## src/rtl/ram_arbiter_pkg.sv

```systemverilog
// Shared definitions for the two-port RAM arbiter: FSM state encoding,
// requester port indices and the legal range of the RAM address width.
package ram_arbiter_pkg;

    // Arbiter FSM states: waiting for a request, or one RAM access in flight.
    typedef enum logic {
        ST_IDLE = 1'b0,
        ST_BUSY = 1'b1
    } state_t;

    // Requester port indices; gnt and last hold one of these.
    localparam logic PORT_DMA = 1'b0;  // port 0: DMA engine
    localparam logic PORT_WIN = 1'b1;  // port 1: direct C64 window

    // Supported RAM word-address widths.
    localparam int RAM_A_BITS_MIN = 17;
    localparam int RAM_A_BITS_MAX = 24;

endpackage

```

## src/rtl/ram_arbiter_if.sv

```systemverilog
// Toggle-handshake memory bus. The master drives address, write data,
// write enable and the request toggle; the slave answers with the
// acknowledge toggle and read data. A transfer is outstanding while
// req != ack and complete once ack == req.
interface ram_arbiter_if #(
    parameter int A_BITS = 17
);
    logic [A_BITS-1:0] a;
    logic [7:0]        d;
    logic              we;
    logic              req;
    logic              ack;
    logic [7:0]        q;

    // Requester (or the arbiter towards the RAM).
    modport master (
        output a, d, we, req,
        input  ack, q
    );

    // Responder (the arbiter towards a requester, or the RAM).
    modport slave (
        input  a, d, we, req,
        output ack, q
    );
endinterface

```

## src/rtl/ram_arbiter.sv

```systemverilog
// Two-port round-robin arbiter in front of a single toggle-handshake RAM.
// Port 0 is the DMA engine, port 1 the direct C64 window. Exactly one RAM
// access is outstanding at a time; when both ports wait, the port that was
// not served last wins. All outputs come straight from registers.
module ram_arbiter
    import ram_arbiter_pkg::*;
#(
    parameter int RAM_A_BITS = 17
) (
    input  logic           clk,
    input  logic           reset,
    ram_arbiter_if.slave   p0,
    ram_arbiter_if.slave   p1,
    ram_arbiter_if.master  ram
);

    // Reject unsupported address widths at elaboration time.
    if ((RAM_A_BITS < RAM_A_BITS_MIN) || (RAM_A_BITS > RAM_A_BITS_MAX)) begin : g_bad_width
        $error("ram_arbiter: RAM_A_BITS out of supported range");
    end

    // ------------------------------------------------------------------
    // State
    // ------------------------------------------------------------------
    state_t                state_r;
    state_t                state_nxt_s;
    logic                  gnt_r;      // port currently (or last) in service
    logic                  last_r;     // port granted by the previous completed access

    logic [RAM_A_BITS-1:0] ram_a_r;
    logic [7:0]            ram_d_r;
    logic                  ram_we_r;
    logic                  ram_req_r;

    logic                  p0_ack_r;
    logic                  p1_ack_r;
    logic [7:0]            p0_q_r;
    logic [7:0]            p1_q_r;

    // Combinational control
    logic                  pend0_s;
    logic                  pend1_s;
    logic                  sel_s;      // port chosen if a grant happens this cycle
    logic                  grant_s;    // start a RAM access on this edge
    logic                  done_s;     // the RAM access completes on this edge

    // A port is pending when its toggles differ and it is not the one being
    // served right now (its own access would otherwise look pending too).
    assign pend0_s = (p0.req != p0_ack_r) &&
                     !((state_r == ST_BUSY) && (gnt_r == PORT_DMA));
    assign pend1_s = (p1.req != p1_ack_r) &&
                     !((state_r == ST_BUSY) && (gnt_r == PORT_WIN));

    // ------------------------------------------------------------------
    // FSM: state register
    // ------------------------------------------------------------------
    // Advance the arbiter state; reset always lands in IDLE.
    always_ff @(posedge clk) begin
        if (reset) begin
            state_r <= ST_IDLE;
        end else begin
            state_r <= state_nxt_s;
        end
    end

    // ------------------------------------------------------------------
    // FSM: next-state logic
    // ------------------------------------------------------------------
    // IDLE leaves as soon as anyone is pending; BUSY leaves when the RAM acks.
    always_comb begin
        state_nxt_s = state_r;
        case (state_r)
            ST_IDLE: begin
                if (pend0_s || pend1_s) begin
                    state_nxt_s = ST_BUSY;
                end else begin
                    state_nxt_s = ST_IDLE;
                end
            end
            ST_BUSY: begin
                if (ram.ack == ram_req_r) begin
                    state_nxt_s = ST_IDLE;
                end else begin
                    state_nxt_s = ST_BUSY;
                end
            end
            default: begin
                state_nxt_s = ST_IDLE;
            end
        endcase
    end

    // ------------------------------------------------------------------
    // FSM: output (control strobe) logic
    // ------------------------------------------------------------------
    // Decode grant/complete strobes and pick the winning port round-robin.
    always_comb begin
        grant_s = 1'b0;
        done_s  = 1'b0;
        sel_s   = PORT_DMA;

        // Contention goes to the port that was not served last; a lone
        // pending port always wins regardless of history.
        if (pend0_s && pend1_s) begin
            sel_s = ~last_r;
        end else if (pend1_s) begin
            sel_s = PORT_WIN;
        end else begin
            sel_s = PORT_DMA;
        end

        case (state_r)
            ST_IDLE: begin
                grant_s = pend0_s || pend1_s;
                done_s  = 1'b0;
            end
            ST_BUSY: begin
                grant_s = 1'b0;
                done_s  = (ram.ack == ram_req_r);
            end
            default: begin
                grant_s = 1'b0;
                done_s  = 1'b0;
            end
        endcase
    end

    // ------------------------------------------------------------------
    // Datapath registers
    // ------------------------------------------------------------------
    // Latch the granted port's command towards the RAM and hold it while BUSY.
    // On reset ram_req follows ram_ack every cycle, so a RAM acknowledge
    // that lands during reset is absorbed instead of completing later.
    always_ff @(posedge clk) begin
        if (reset) begin
            ram_a_r   <= {RAM_A_BITS{1'b0}};
            ram_d_r   <= 8'h00;
            ram_we_r  <= 1'b0;
            ram_req_r <= ram.ack;
        end else if (grant_s) begin
            if (sel_s == PORT_WIN) begin
                ram_a_r  <= p1.a;
                ram_d_r  <= p1.d;
                ram_we_r <= p1.we;
            end else begin
                ram_a_r  <= p0.a;
                ram_d_r  <= p0.d;
                ram_we_r <= p0.we;
            end
            ram_req_r <= ~ram_req_r;
        end
    end

    // Record which port holds the RAM and which one finished most recently.
    always_ff @(posedge clk) begin
        if (reset) begin
            gnt_r  <= PORT_DMA;
            last_r <= PORT_WIN;   // port 0 wins the first contention
        end else begin
            if (grant_s) begin
                gnt_r <= sel_s;
            end
            if (done_s) begin
                last_r <= gnt_r;
            end
        end
    end

    // Complete port 0: capture read data (writes leave q alone) and toggle ack.
    // Reset aligns ack with req, discarding anything pending or in flight.
    always_ff @(posedge clk) begin
        if (reset) begin
            p0_ack_r <= p0.req;
            p0_q_r   <= 8'h00;
        end else if (done_s && (gnt_r == PORT_DMA)) begin
            p0_ack_r <= ~p0_ack_r;
            if (!ram_we_r) begin
                p0_q_r <= ram.q;
            end
        end
    end

    // Complete port 1: capture read data (writes leave q alone) and toggle ack.
    always_ff @(posedge clk) begin
        if (reset) begin
            p1_ack_r <= p1.req;
            p1_q_r   <= 8'h00;
        end else if (done_s && (gnt_r == PORT_WIN)) begin
            p1_ack_r <= ~p1_ack_r;
            if (!ram_we_r) begin
                p1_q_r <= ram.q;
            end
        end
    end

    // ------------------------------------------------------------------
    // Outputs
    // ------------------------------------------------------------------
    assign ram.a   = ram_a_r;
    assign ram.d   = ram_d_r;
    assign ram.we  = ram_we_r;
    assign ram.req = ram_req_r;

    assign p0.ack  = p0_ack_r;
    assign p0.q    = p0_q_r;
    assign p1.ack  = p1_ack_r;
    assign p1.q    = p1_q_r;

endmodule

```

## src/flat_wrapper.sv

```systemverilog
// flat-port wrapper written by rule: the top's interface ports become plain ports
module ram_arbiter_flat import ram_arbiter_pkg::*;
#(
    parameter int RAM_A_BITS = 17
)
  (clk, reset, p0_a, p0_d, p0_we, p0_req, p0_ack, p0_q, p1_a, p1_d, p1_we, p1_req, p1_ack, p1_q, ram_a, ram_d, ram_we, ram_req, ram_ack, ram_q);
  ram_arbiter_if #(.A_BITS((17))) p0_i ();
  ram_arbiter_if #(.A_BITS((17))) p1_i ();
  ram_arbiter_if #(.A_BITS((17))) ram_i ();
  input  logic clk;
  input  logic reset;
  input wire logic [$bits(p0_i.a)-1:0] p0_a;
  input wire logic [$bits(p0_i.d)-1:0] p0_d;
  input wire logic [$bits(p0_i.we)-1:0] p0_we;
  input wire logic [$bits(p0_i.req)-1:0] p0_req;
  output wire logic [$bits(p0_i.ack)-1:0] p0_ack;
  output wire logic [$bits(p0_i.q)-1:0] p0_q;
  input wire logic [$bits(p1_i.a)-1:0] p1_a;
  input wire logic [$bits(p1_i.d)-1:0] p1_d;
  input wire logic [$bits(p1_i.we)-1:0] p1_we;
  input wire logic [$bits(p1_i.req)-1:0] p1_req;
  output wire logic [$bits(p1_i.ack)-1:0] p1_ack;
  output wire logic [$bits(p1_i.q)-1:0] p1_q;
  output wire logic [$bits(ram_i.a)-1:0] ram_a;
  output wire logic [$bits(ram_i.d)-1:0] ram_d;
  output wire logic [$bits(ram_i.we)-1:0] ram_we;
  output wire logic [$bits(ram_i.req)-1:0] ram_req;
  input wire logic [$bits(ram_i.ack)-1:0] ram_ack;
  input wire logic [$bits(ram_i.q)-1:0] ram_q;
  assign p0_i.a = p0_a;
  assign p0_i.d = p0_d;
  assign p0_i.we = p0_we;
  assign p0_i.req = p0_req;
  assign p0_ack = p0_i.ack;
  assign p0_q = p0_i.q;
  assign p1_i.a = p1_a;
  assign p1_i.d = p1_d;
  assign p1_i.we = p1_we;
  assign p1_i.req = p1_req;
  assign p1_ack = p1_i.ack;
  assign p1_q = p1_i.q;
  assign ram_a = ram_i.a;
  assign ram_d = ram_i.d;
  assign ram_we = ram_i.we;
  assign ram_req = ram_i.req;
  assign ram_i.ack = ram_ack;
  assign ram_i.q = ram_q;
  ram_arbiter #(.RAM_A_BITS(RAM_A_BITS)) u_core (.clk(clk), .reset(reset), .p0(p0_i), .p1(p1_i), .ram(ram_i));
endmodule
```

## config.mk

```make
export PLATFORM = sky130hd
export DESIGN_NAME = ram_arbiter_flat
export DESIGN_NICKNAME = d
export VERILOG_FILES = /design/src/rtl/ram_arbiter_pkg.sv /design/src/rtl/ram_arbiter_if.sv /design/src/rtl/ram_arbiter.sv /design/src/flat_wrapper.sv
export SDC_FILE = /design/constraint.sdc
export NUM_CORES = 1
export LEC_CHECK = 0
export ABC_AREA = 1
export BUFFER_PORTS_ARGS = -buffer_cell sky130_fd_sc_hd__buf_2
export CORE_MARGIN = 4
export CORE_UTILIZATION = 47
export CTS_CLUSTER_DIAMETER = 200
export DETAILED_ROUTE_END_ITERATION = 8
export GPL_ROUTABILITY_DRIVEN = 1
export PLACE_DENSITY = 0.9
export SYNTH_ARGS = -nofsm -noshare
export SYNTH_HDL_FRONTEND = slang
export SYNTH_SLANG_ARGS = --single-unit
```

## constraint.sdc

```tcl
create_clock -name clk -period 1.8 [get_ports clk]
set_clock_uncertainty 0.05 [all_clocks]
set_input_delay 0.18 -clock clk [delete_from_list [all_inputs] [get_ports clk]]
set_output_delay 0.18 -clock clk [all_outputs]
set_load 0.01 [all_outputs]
```

* Word level (Yosys, flattened, before mapping) *
Index checks and enable logic that the tools add are counted.
Widths: inputs -> output; s select.

word-level totals
  register bits = 48
  input port bits = 65
  output and inout bits = 45

cells by class
  equal/unequal tests = 3
  mux-type cells = 16
  bitwise gates (word level) = 7
  reductions and logical operators = 15

operators with widths
  kind               number
  $mux 17            1
  $mux 1             11
  $mux 8             1
  $logic_and 1x1->1  7
  $not 1->1          7
  $pmux 1 s2         3
  $reduce_bool 2->1  3
  $reduce_and 2->1   2
  $logic_not 1->1    2
  $ne 1x1->1         2
  $eq 1x1->1         1
  $logic_or 1x1->1   1

* Depth between registers and ports, before layout *
Gate-level depths: netlist of the first run.

  depth after elaboration = 8
  depth in mapped cells = 9
  depth with buffers taken out = 8

* Least setup slack after synthesis of the first run *
OpenSTA, ideal clock, no wires.

  path type = reg2reg
  from = reg u_core.p1_ack_r, in the netlist u_core.p1.ack
  to = reg u_core.ram_req_r, in the netlist u_core.ram.req, enable pin
  data arrival time = 1.010 ns
  required time = 1.455 ns
  path slack = 0.445 ns
  stages on the path, launching flop included = 7
  path buffers = 1
  clock period less this slack = 1.355 ns
  path through = edfxtp_1 -> nand2_1 -> nand2_4 -> nand2_2 -> nand2_2 -> buf_4 -> nand2_1

on the way
  cells in the longest elaborated chain, start to end = 5

ends and longest elaborated chain
  what                                RTL line            source
  start, declared                     ram_arbiter.sv:36   logic p1_ack_r;
  start signal, assigned              ram_arbiter.sv:186  p1_ack_r <= p1.req;
  start signal, assigned              ram_arbiter.sv:189  p1_ack_r <= ~p1_ack_r;
  $ne 1x1->1                          ram_arbiter.sv:51   assign pend1_s = (p1.req != p1_ack_r) &&
  $logic_and 1x1->1                   ram_arbiter.sv:51
  $logic_or 1x1->1                    ram_arbiter.sv:114  grant_s = pend0_s || pend1_s;
  $pmux 1 s2                          ram_arbiter.sv:112  case (state_r)
  $reduce_bool 2->1 (no source line)  -
  end signal, assigned                ram_arbiter.sv:139  ram_req_r <= ram.ack;
  end signal, assigned                ram_arbiter.sv:150  ram_req_r <= ~ram_req_r;
  end, declared                       ram_arbiter.sv:33   logic ram_req_r;

No other way between the ends.
A chain may end at the register's enable or synchronous reset.

* Worst setup path in the final report of the first run *
  from = reg u_core.p1_ack_r, in the netlist u_core.p1.ack
  to = reg u_core.ram_a_r[2], in the netlist u_core.ram.a[2]

on the way
  cells in the longest elaborated chain, start to end = 5
  elaborated cells on any way between the ends = 8
  those cells by class = eq/ne (1); mux (4); reduce/logical (3)

ends and longest elaborated chain
  what                                                RTL line                                source
  $ne 1x1->1 (*)                                      ram_arbiter.sv:51
  $logic_and 1x1->1 (*)                               ram_arbiter.sv:51
  $mux 1 / $logic_and 1x1->1 (equally long branches)  ram_arbiter.sv:106, ram_arbiter.sv:104
  $mux 1                                              ram_arbiter.sv:104                      if (pend0_s && pend1_s) begin
  $mux 17                                             ram_arbiter.sv:141                      if (sel_s == PORT_WIN) begin
  end signal, assigned                                ram_arbiter.sv:136                      ram_a_r <= {RAM_A_BITS{1'b0}};
  end signal, assigned                                ram_arbiter.sv:142                      ram_a_r <= p1.a;
  end signal, assigned                                ram_arbiter.sv:146                      ram_a_r <= p0.a;
  end, declared                                       ram_arbiter.sv:30                       logic [RAM_A_BITS-1:0] ram_a_r;

Mark *: on every way between the ends. The rest lies on a longest branch, timed or not.

==> summary.md, run 1 <==
| Metric | Value |
|---|---|
| DRC marker count from the first detailed-route iteration | 112 |
| Growth of design area from synthesis to finish | 29.0% |
| Clock-pin slew reported for the worst setup and hold paths after clock tree synthesis | 0.09 ns |
| Core Box Area | 0.00482 sq mm |
| Count of mapped cells out of synthesis | 319 |
| Post-synthesis sequential area ratio | 0.418 |
| Required time of the critical path | 2.00 ns |
| Via count of the first global-routing pass | 2,145 |
| Power density over cell area | 938 mW/mm^2 |
| Detailed Routing Iterations Pass 1 | 4 |
| Setup TNS | 0 ns |
| Top-level I/O count | 110 |
| Routed via count | 2,385 |
| Number of diodes added for antenna fixing | 0 |
| Number of nets in the layout | 490 |
| CP Data Arrival Time | 1.72 ns |
| Commonest register cell after synthesis | sky130_fd_sc_hd__dfxtp_1 |
| CTS Buf Count | 5 |
| Avg Cell Area, Syn | 7.42 sq um |
| CTS Root Cell | sky130_fd_sc_hd__clkbuf_8 |
| Top cell types by occurrence after synthesis | sky130_fd_sc_hd__nand2_1 (70), sky130_fd_sc_hd__nand3_1 (47), sky130_fd_sc_hd__dfxtp_1 (45) |
| Latest clock arrival within the worst-skew pair | 0.30 ns |
| Number of buffers inserted by post-CTS setup repair | 0 |
| Net count after synthesis | 384 |
| Total detailed-routing wirelength | 5860 um |
| Cell depth of the worst hold path | 3 |
| Critical Path Source Type | flop |
| Number of vias per cell after detailed routing | 4.84 |
| Worst setup slack before clock tree synthesis | 0.294 ns |
| Filler Cell Count | 449 |
| Achievable clock frequency | 659 MHz |
| Share of layout cells above drive strength 1 | 0.336 |
| Biggest area consumer among synthesized cells | sky130_fd_sc_hd__dfxtp_1 |
| Cell leakage power | 0.00167 uW |
| Number of cells upsized or downsized after cts | 0 |
| Capture point of the critical path | u_core.ram.a[2] |
| Synth area leaders | sky130_fd_sc_hd__dfxtp_1 (38%), sky130_fd_sc_hd__nand2_1 (11%), sky130_fd_sc_hd__nand3_1 (9.9%) |
| Clock tree from TritonCTS | yes |
| Vertical die dimension | 79.0 um |
| Weighted congestion reported at the end of routability-driven placement | 0.832 |
| Run status | completed |
| Synth Warn # | 0 |
| Total Die Area | 0.00624 sq mm |
| Post-synth EDFFs | 3 |
| Setup repair after global routing missed its margin | no |
| Cell area reported after detailed placement | 0.00294 sq mm |
| Cell row count | 25 |
| Number of cells in the finished layout apart from fillers | 493 |
| Wire length of the first global-routing pass | 9270 um |
| Initial antenna violation count | 0 |
| All-Layer GR Usage | 0.186 |
| Final setup violation count | 0 |
| Number of cells after detailed placement | 485 |
| Seq cells post-synth | 48 |
| GRT Residual Overflow | 0 |
| Worst setup path startpoint | u_core.p1.ack |
| Library cell with the highest instance count after synthesis | sky130_fd_sc_hd__nand2_1 |
| Time the final worst path needs with I/O delays and setup | 1.52 ns |
| Number of hold buffers added after cts | 0 |
| Worst min path class | primary input to flop |
| Share of the synthesized area in the top cell type | 0.380 |
| Max-slew headroom at the worst pin | 0.786 |
| Async S/R FF share, synth | 0 |
| Count of unresolved DRC violations after routing | 0 |
| Effective utilization at floorplan | 0.492 |
| Clock sink count | 48 |
| Crit path setup slack, layout | 0.282 ns |
| Largest fanout on the critical path | 27 |
| Max-cap violation count | 0 |
| Number of hold-slack violations in the final timing report | 0 |
| Routed Antenna Nets | 0 |
| Depth of the most critical reg-to-reg path | 7 |
| Kind of end point of the critical path | flop |
| DPL Wire Length | 4590 um |
| Horizontal extent of the die | 79.0 um |
| Worst Tran Pin Value | 0.319 ns |
| Start-to-end type of the worst setup path | flop to flop |
| Post-synthesis cell area | 0.00237 sq mm |
| Final cell area excluding filler cells | 0.00306 sq mm |
| Post-route fraction of the period consumed by the critical path | 0.843 |
| Mean routed wirelength per cell | 11.9 um |
| Number of H-tree levels | 2 |
| Reg2reg start | u_core.p1.ack |
| Peak ir drop on the vdd network | 448 uV |
| R2R setup slack | 0.28 ns |
| Number of port buffers | 109 |
| Final Core Density | 0.634 |
| Unique cell type count in the Yosys netlist | 22 |
| Reg-to-reg endpoint | u_core.ram.a[2] |
| CTS max path bufs | 2 |
| Final slew viol count | 0 |
| Pin count of the biggest net entering global routing | 28 |
==> area by class of cell <==
cell class / instances / area, sq um / share of cell area
well taps: 67 / 83.8 / 0.0274
inverters: 38 / 143 / 0.0467
repair buffers: 116 / 611 / 0.200
flip-flops and latches: 48 / 991 / 0.324
clock buffers: 7 / 108 / 0.0352
clock inverters: 1 / 8.76 / 0.00287
multi-input cells: 216 / 1110 / 0.364
==> flip-flops by register name, indices dropped and copies added, names as in the netlist, 8 cells and up <==
signal	count
u_core.p0.q	8
u_core.p1.q	8
u_core.ram.a	17
u_core.ram.d	8
==> cells by family after synthesis <==
kind of cell / after synthesis / share of synthesized area
buffers and inverters: 55 / 0.113
and+or+nand+nor: 192 / 0.412
xor gates and xnor gates: 1 / 0.00687
DFF: 48 / 0.418
AOI/OAI and AO/OA: 23 / 0.0502
==> worst min-delay path by stage <==
stage	start	to	slack [ns]
5_1_grt	ram_q[0]	u_core.p1.q[0]	0.12
4_1_cts	ram_q[2]	u_core.p1.q[2]	0.1
3_5_place_dp	ram_q[2]	u_core.p1.q[2]	0.41
2_1_floorplan	ram_q[0]	u_core.p0.q[0]	0.29
6_report	ram_q[2]	u_core.p1.q[2]	0.11
3_3_place_gp	ram_q[2]	u_core.p1.q[2]	0.40
==> layout by cell type, fill, tap and decap left out, drive strengths merged <==
cell,Yosys,final
a21oi,1,1
dfxtp,45,45
clkbuf,1,7
o21ai,20,20
edfxtp,3,3
nor2,35,35
nand2,76,76
inv,38,38
nand3,55,55
o22ai,1,1
xnor2,1,1
a21boi,1,1
nand3b,26,26
buf,16,116
clkinv,0,1
==> routing by layer <==
layer | vias up | share of wire | wire [um] | GRT usage
li1 | 1221 | - | - | -
met2 | 94 | 0.50 | 2930 | 0.326
met4 | 0 | 0.016 | 95 | 0.0756
met1 | 1062 | 0.40 | 2320 | 0.217
met5 | - | 0 | 0 | 0
met3 | 8 | 0.088 | 517 | 0.0454
==> worst max-delay path, stage by stage (launching register included) <==
cell and delay (ns):
sky130_fd_sc_hd__edfxtp_1 0.42, sky130_fd_sc_hd__nand2_1 0.12, sky130_fd_sc_hd__nand2_4 0.08, sky130_fd_sc_hd__nor2_8 0.24, sky130_fd_sc_hd__nand2_4 0.24, sky130_fd_sc_hd__nand2_1 0.13, sky130_fd_sc_hd__nand3_1 0.10, sky130_fd_sc_hd__nand2_1 0.07
==> stage by stage <==
| step | hold WS, ns | power [uW] |
|---|---|---|
| 6_report | 0.111 | 2870 |
| 5_1_grt | 0.116 | 3040 |
| 4_1_cts | 0.0996 | 2900 |
| 3_5_place_dp | 0.411 | 2140 |
| 3_3_place_gp | 0.400 | 2120 |
| 2_1_floorplan | 0.295 | 1860 |
==> where the power goes <==
| group | leakage, uW | internal, uW | switching, uW |
|---|---|---|---|
| Combinational | 0.00121 | 324 | 483 |
| Clock | 0.0000596 | 398 | 356 |
| Sequential | 0.000401 | 1220 | 86.3 |
(Power assumes the default switching activity.)
==> inputs of run 2 (changes only) <==
Settings changed: CORE_UTILIZATION 47 to 42, PLACE_DENSITY 0.9 to 0.86.
Clock period 1.8 ns to 1.3 ns, I/O delays scaled along.
==> run 2 against run 1 <==
Net effect: non-clock buffer count up 20; largest power group unchanged; cell count up 5.7%; the flow now finishes with violations (setup timing); critical path depth down 1; highest routed layer unchanged; die area up 11%.
==> summary.md, run 2 (synthesis results as in run 1) <==
| Metric | Value |
|---|---|
| Worst setup path startpoint | u_core.ram.req |
| Routed via count | 2,654 (+11%) |
| Power density over cell area | 1230 mW/mm^2 (+31%) |
| Wire length of the first global-routing pass | 11,000 um (+19%) |
| CTS max path bufs | 2 (unchanged) |
| Most common cell after layout, fill and taps aside | sky130_fd_sc_hd__buf_2 |
| Crit path setup slack, layout | -0.168 ns (-0.450 ns) |
| Flip-flop count of the largest register, all copies and words added | 17 (unchanged) |
| Hold path startpoint | ram_q[6] |
| Cell leakage power | 0.00187 uW (+12%) |
| Total Die Area | 0.00690 sq mm (+11%) |
| Clock tree from TritonCTS | yes |
| Number of H-tree levels | 2 (unchanged) |
| CTS Root Cell | sky130_fd_sc_hd__clkbuf_8 |
| Total detailed-routing wirelength | 7170 um (+22%) |
| Largest stage delay on the critical path | 0.48 ns (+0.06 ns) |
| Setup repair after global routing missed its margin | yes |
| Max-cap violation count | 0 (unchanged) |
| Number of diodes added for antenna fixing | 0 (unchanged) |
| Via count of the first global-routing pass | 2,400 (+12%) |
| Routed Antenna Nets | 0 (unchanged) |
| Final Power | 4410 uW (+54%) |
| Slowest cell on the critical path | sky130_fd_sc_hd__edfxtp_1 |
| Number of nets in the layout | 513 (+4.7%) |
| Share of layout cells above drive strength 1 | 0.463 (+0.128) |
| Number of vias per cell after detailed routing | 5.09 (+5.3%) |
| CP Data Arrival Time | 1.66 ns (-0.06 ns) |
| Start-to-end type of the worst setup path | flop to flop |
| Time the final worst path needs with I/O delays and setup | 1.47 ns (-0.0496 ns) |
| Number of hold buffers added after cts | 0 (unchanged) |
| Max-slew headroom at the worst pin | 0.783 (-0.00308) |
| Final slew viol count | 0 (unchanged) |
| DPL Wire Length | 4740 um (+3.4%) |
| Cell area reported after detailed placement | 0.00305 sq mm (+3.7%) |
| Critical Path Source Type | flop |
| Worst Tran Pin Value | 0.325 ns (+0.00583 ns) |
| Detailed-routing wirelength on met1 | 2950 um (+27%) |
| Mean routed wirelength per cell | 13.8 um (+16%) |
| Growth of design area from synthesis to finish | 51.9% |
| Horizontal extent of the die | 83.1 um (+5.2%) |
| Detailed Routing Iterations Pass 1 | 4 (unchanged) |
| Vertical die dimension | 83.1 um (+5.2%) |
| Violated checks | setup timing |
| Cell row count | 27 (+8.0%) |
| Number of hold-slack violations in the final timing report | 0 (unchanged) |
| Post-route fraction of the period consumed by the critical path | 1.13 (+0.286) |
| CTS Buf Count | 5 (unchanged) |
| Clock sink count | 48 (unchanged) |
| List of cells traversed by the critical path | xnor2_4, buf_12, nand3_4, inv_8, nor2_1, nor2_1 |
| Top-level I/O count | 110 (unchanged) |
| Reg2reg start | u_core.ram.req |
| Kind of end point of the critical path | flop |
| Top library cells by usage in the layout, fill and taps aside | sky130_fd_sc_hd__buf_2 (108), sky130_fd_sc_hd__nand2_1 (60), sky130_fd_sc_hd__dfxtp_1 (44) |
| Count of unresolved DRC violations after routing | 0 (unchanged) |
| Critical Path Most Common Cell | sky130_fd_sc_hd__nor2_1 |
| Final setup violation count | 49 (+49) |
| Number of port buffers | 109 (unchanged) |
| Wire length on met2 | 3520 um (+20%) |
| Core Box Area | 0.00547 sq mm (+14%) |
| Latest clock arrival within the worst-skew pair | 0.30 ns (about the same) |
| GRT Residual Overflow | 0 (unchanged) |
| Worst setup slack before clock tree synthesis | -0.362 ns (-0.656 ns) |
| Achievable clock frequency | 681 MHz (+3.4%) |
| Weighted congestion reported at the end of routability-driven placement | 0.842 (+1.2%) |
| Peak ir drop on the vdd network | 663 uV (+48%) |
| Final cell area excluding filler cells | 0.00360 sq mm (+18%) |
| DRC marker count from the first detailed-route iteration | 118 (+5.4%) |
| Routed length on met3 | 533 um (+3.1%) |
| Worst min path class | primary input to flop |
| Highest routing layer actually used | met4 |
| Clock-pin slew reported for the worst setup and hold paths after clock tree synthesis | 0.09 ns (about the same) |
| Required time of the critical path | 1.49 ns (-0.51 ns) |
| Effective utilization at floorplan | 0.433 (-0.0589) |
| Initial antenna violation count | 0 (unchanged) |
| Largest fanout on the critical path | 8 (-70%) |
| Run status | finished with violations |
| Pin count of the biggest net entering global routing | 28 (unchanged) |
| Final Core Density | 0.658 (+0.0232) |
| All-Layer GR Usage | 0.193 (+0.00669) |
## run 2: cell count changes in the layout (fill, tap and decap cells not counted), sizes merged
cell	change
buf	+19
nor2	+1
nand3	+2
clkinvlp	+1
## run 2: final cells by class
type,instances,area (sq um)
tap,72,90.1
multi-input combinational,219,1370
sequential,48,992
timing repair buffer,136,893
clock inverter,2,13.8
fill,448,1870
inverter,38,159
clock buffer,6,82.6
## run 2: path summary, 6_finish.rpt
check / end / slack (ns) / cells past startpoint
min reg2reg: u_core.ram.a[12] / 0.41 / 2
max reg2reg: u_core.p0.q[7] / -0.17 / 6
min: u_core.p0.q[6] / 0.04 / 3
max: u_core.p0.q[7] / -0.17 / 6
## run 2: repair_timing
item | in CTS | in global routing
gates cloned | 2 | 3
endpoints found under the setup margin | 46 | 49
pin swaps | 16 | 17
resized for setup | 37 | 48
setup buffers | 8 | 3
## run 2: per-layer routing
metal,vias to the layer above,GRT usage
met5,-,0
met4,0,0.0669
met3,18,0.0397
met2,126,0.328
met1,1226,0.242
li1,1284,-
## run 2: critical path, delay by kind of cell (launching register included)
family	cells	cell delay, ns
AND/OR/NAND/NOR	3	0.28
XOR/XNOR	1	0.30
buffers and inverters	2	0.31
flip-flops	1	0.48
## run 2: power by group
part	internal, uW	switching, uW
Combinational	746	901
Sequential	1690	129
Clock	436	512
Total	2870	1540
## run 2: per-stage QoR
step	setup TNS (ns)	hold slack, ns	std cells
floorplan	-0.249	0.245	319
global placement	-7.26	0.351	497
detailed placement	-9.78	0.362	497
CTS	-4.98	0.0517	515
global route	-8.87	0.0501	521
finish	-5.39	0.0394	521
==> inputs of run 3 (changes only) <==
Settings changed: SETUP_SLACK_MARGIN set to 0.3.
==> run 3 against run 2 <==
Net effect: the run still ends with setup timing left; power grew 3.4%; critical path depth shrank 1; first-iteration DRC count grew 99%; wire length grew 18%; worst setup slack lost 0.036 ns.
==> summary.md, run 3 (synthesis results as in run 1) <==
| Metric | Value |
|---|---|
| Run status | finished with violations |
| Violated checks | setup timing |
| Number of nets in the layout | 514 (+0.19%) |
| Number of cells in the finished layout apart from fillers | 522 (+0.19%) |
| Number of vias per cell after detailed routing | 5.35 (+5.0%) |
| Final slew viol count | 0 (unchanged) |
| Top-level I/O count | 110 (unchanged) |
| Max-slew headroom at the worst pin | 0.785 (+0.00170) |
| Setup repair after global routing missed its margin | yes |
| Routed via count | 2,791 (+5.2%) |
| Final setup violation count | 48 (-2.0%) |
| Largest fanout on the critical path | 5 (-3) |
| Top library cells by usage in the layout, fill and taps aside | sky130_fd_sc_hd__buf_2 (106), sky130_fd_sc_hd__nand2_1 (63), sky130_fd_sc_hd__dfxtp_1 (42) |
| Detailed Routing Iterations Pass 1 | 6 (+2) |
| CTS Root Cell | sky130_fd_sc_hd__clkbuf_8 |
| Most common cell after layout, fill and taps aside | sky130_fd_sc_hd__buf_2 |
| DPL Wire Length | 4550 um (-4.0%) |
| Flip-flop count of the largest register, all copies and words added | 17 (unchanged) |
| Number of diodes added for antenna fixing | 0 (unchanged) |
| Worst Tran Pin Value | 0.322 ns (-0.00255 ns) |
| Post-route fraction of the period consumed by the critical path | 1.16 (+0.0277) |
| CTS max path bufs | 2 (unchanged) |
| Routed Antenna Nets | 0 (unchanged) |
| DRC marker count from the first detailed-route iteration | 235 (+99%) |
| Critical Path Source Type | flop |
| Slowest cell on the critical path | sky130_fd_sc_hd__edfxtp_1 |
| Peak ir drop on the vdd network | 665 uV (+0.30%) |
| Number of H-tree levels | 2 (unchanged) |
| Effective utilization at floorplan | 0.433 (unchanged) |
| Total detailed-routing wirelength | 8420 um (+18%) |
| CTS Buf Count | 5 (unchanged) |
| Latest clock arrival within the worst-skew pair | 0.29 ns (about the same) |
| Final Core Density | 0.672 (+0.0149) |
| Required time of the critical path | 1.43 ns (-0.06 ns) |
| Max-cap violation count | 0 (unchanged) |
| Start-to-end type of the worst setup path | flop to flop |
| List of cells traversed by the critical path | xnor2_2, buf_4, nand3_4, o21ai_1, nor2_1 |
| Crit path setup slack, layout | -0.204 ns (-0.0360 ns) |
| Clock tree from TritonCTS | yes |
| Clock-pin slew reported for the worst setup and hold paths after clock tree synthesis | 0.09 ns (about the same) |
| Number of port buffers | 109 (unchanged) |
| Largest stage delay on the critical path | 0.46 ns (-0.02 ns) |
| Initial antenna violation count | 0 (unchanged) |
| Achievable clock frequency | 665 MHz (-2.4%) |
| All-Layer GR Usage | 0.202 (+0.00898) |
| Pin count of the biggest net entering global routing | 48 (+71%) |
| Number of hold-slack violations in the final timing report | 0 (unchanged) |
| CP Data Arrival Time | 1.63 ns (-0.03 ns) |
| Count of unresolved DRC violations after routing | 0 (unchanged) |
| GRT Residual Overflow | 0 (unchanged) |
| Core Box Area | 0.00547 sq mm (unchanged) |
| Vertical die dimension | 83.1 um (unchanged) |
| Growth of design area from synthesis to finish | 55.4% |
| Number of cells after detailed placement | 494 (-0.60%) |
| Mean routed wirelength per cell | 16.1 um (+17%) |
| Power density over cell area | 1240 mW/mm^2 (+1.1%) |
| Clock sink count | 48 (unchanged) |
| Final Power | 4560 uW (+3.4%) |
| Reg2reg start | u_core.ram.req |
| Kind of end point of the critical path | flop |
| Cell row count | 27 (unchanged) |
| Worst min path class | primary input to flop |
| Horizontal extent of the die | 83.1 um (unchanged) |
| Via count of the first global-routing pass | 2,636 (+9.8%) |
| Worst setup path startpoint | u_core.ram.req |
| Weighted congestion reported at the end of routability-driven placement | 0.798 (-5.3%) |
| Hold path startpoint | ram_q[6] |
| Cell leakage power | 0.00191 uW (+2.1%) |
| Time the final worst path needs with I/O delays and setup | 1.50 ns (+0.0360 ns) |
| Total Die Area | 0.00690 sq mm (unchanged) |
| Wire length of the first global-routing pass | 11,800 um (+6.5%) |
| Share of layout cells above drive strength 1 | 0.449 (-0.0144) |
==> run 3: cell types whose count changed in the layout (fill, tap and decap cells not counted), moves of 3 or more <==
cell,change
sky130_fd_sc_hd__nor2_1,-3
sky130_fd_sc_hd__o21ai_1,+9
sky130_fd_sc_hd__o21ai_2,-9
sky130_fd_sc_hd__nor2_4,+3
sky130_fd_sc_hd__nand2_2,-4
sky130_fd_sc_hd__nand2_1,+3
==> run 3: path summary, 6_finish.rpt <==
check	endpoint	cells past startpoint	slack, ns
worst min-delay path	u_core.p1.q[6]	3	0.06
worst max register to register	u_core.p0.q[2]	5	-0.20
worst max-delay path	u_core.p0.q[2]	5	-0.20
worst min register to register	u_core.ram.a[1]	2	0.41
==> run 3: power by group <==
group	switching (uW)	total [uW]	internal, uW	leakage [uW]
Combinational	992	1820	823	0.00146
Clock	483	918	435	0.0000455
Sequential	138	1830	1690	0.000401
Total	1610	4560	2950	0.00191
==> run 3: layout make-up <==
cell class                      count  area [sq um]
Sequential cell                    48           995
Tap cell                           72          90.1
Timing Repair Buffer              136           960
Fill cell                         426          1790
Multi-Input combinational cell    220          1390
Inverter                           38           160
Clock buffer                        8          90.1
==> run 3: critical path, delay by kind of cell (launching register included) <==
| kind | cells | cell delay, ns |
|---|---|---|
| and+or+nand+nor | 2 | 0.20 |
| xor gates and xnor gates | 1 | 0.24 |
| AOI/OAI and AO/OA | 1 | 0.25 |
| DFF | 1 | 0.46 |
| buffers and inverters | 1 | 0.18 |
==> run 3: per-layer routing <==
layer / global-route usage / up-vias / share of wire
li1: - / 1286 / -
met1: 0.234 / 1313 / 0.39
met5: 0 / - / 0
met3: 0.0298 / 34 / 0.078
met2: 0.368 / 158 / 0.50
met4: 0.0832 / 0 / 0.040
==> run 3: timing repair <==
item / 4_1_cts / 5_1_grt
pin swaps: 9 / 20
endpoints found under the setup margin: 51 / 54
hold buffers: 0 / 0
gates resized for setup: 34 / 42
gates cloned: 5 / 4
buffers inserted: 9 / 2
==> run 3: through the flow <==
step,TNS [ns],setup slack (ns),area [sq um],hold WS (ns)
final,-4.82,-0.204,3680,0.0594
after global placement,-7.04,-0.278,3030,0.351
after CTS,-2.33,-0.0861,3430,0.0398
after floorplan,-0.250,-0.0142,2400,0.244
after detailed placement,-9.91,-0.387,3030,0.351
after global routing,-8.15,-0.244,3680,0.0713
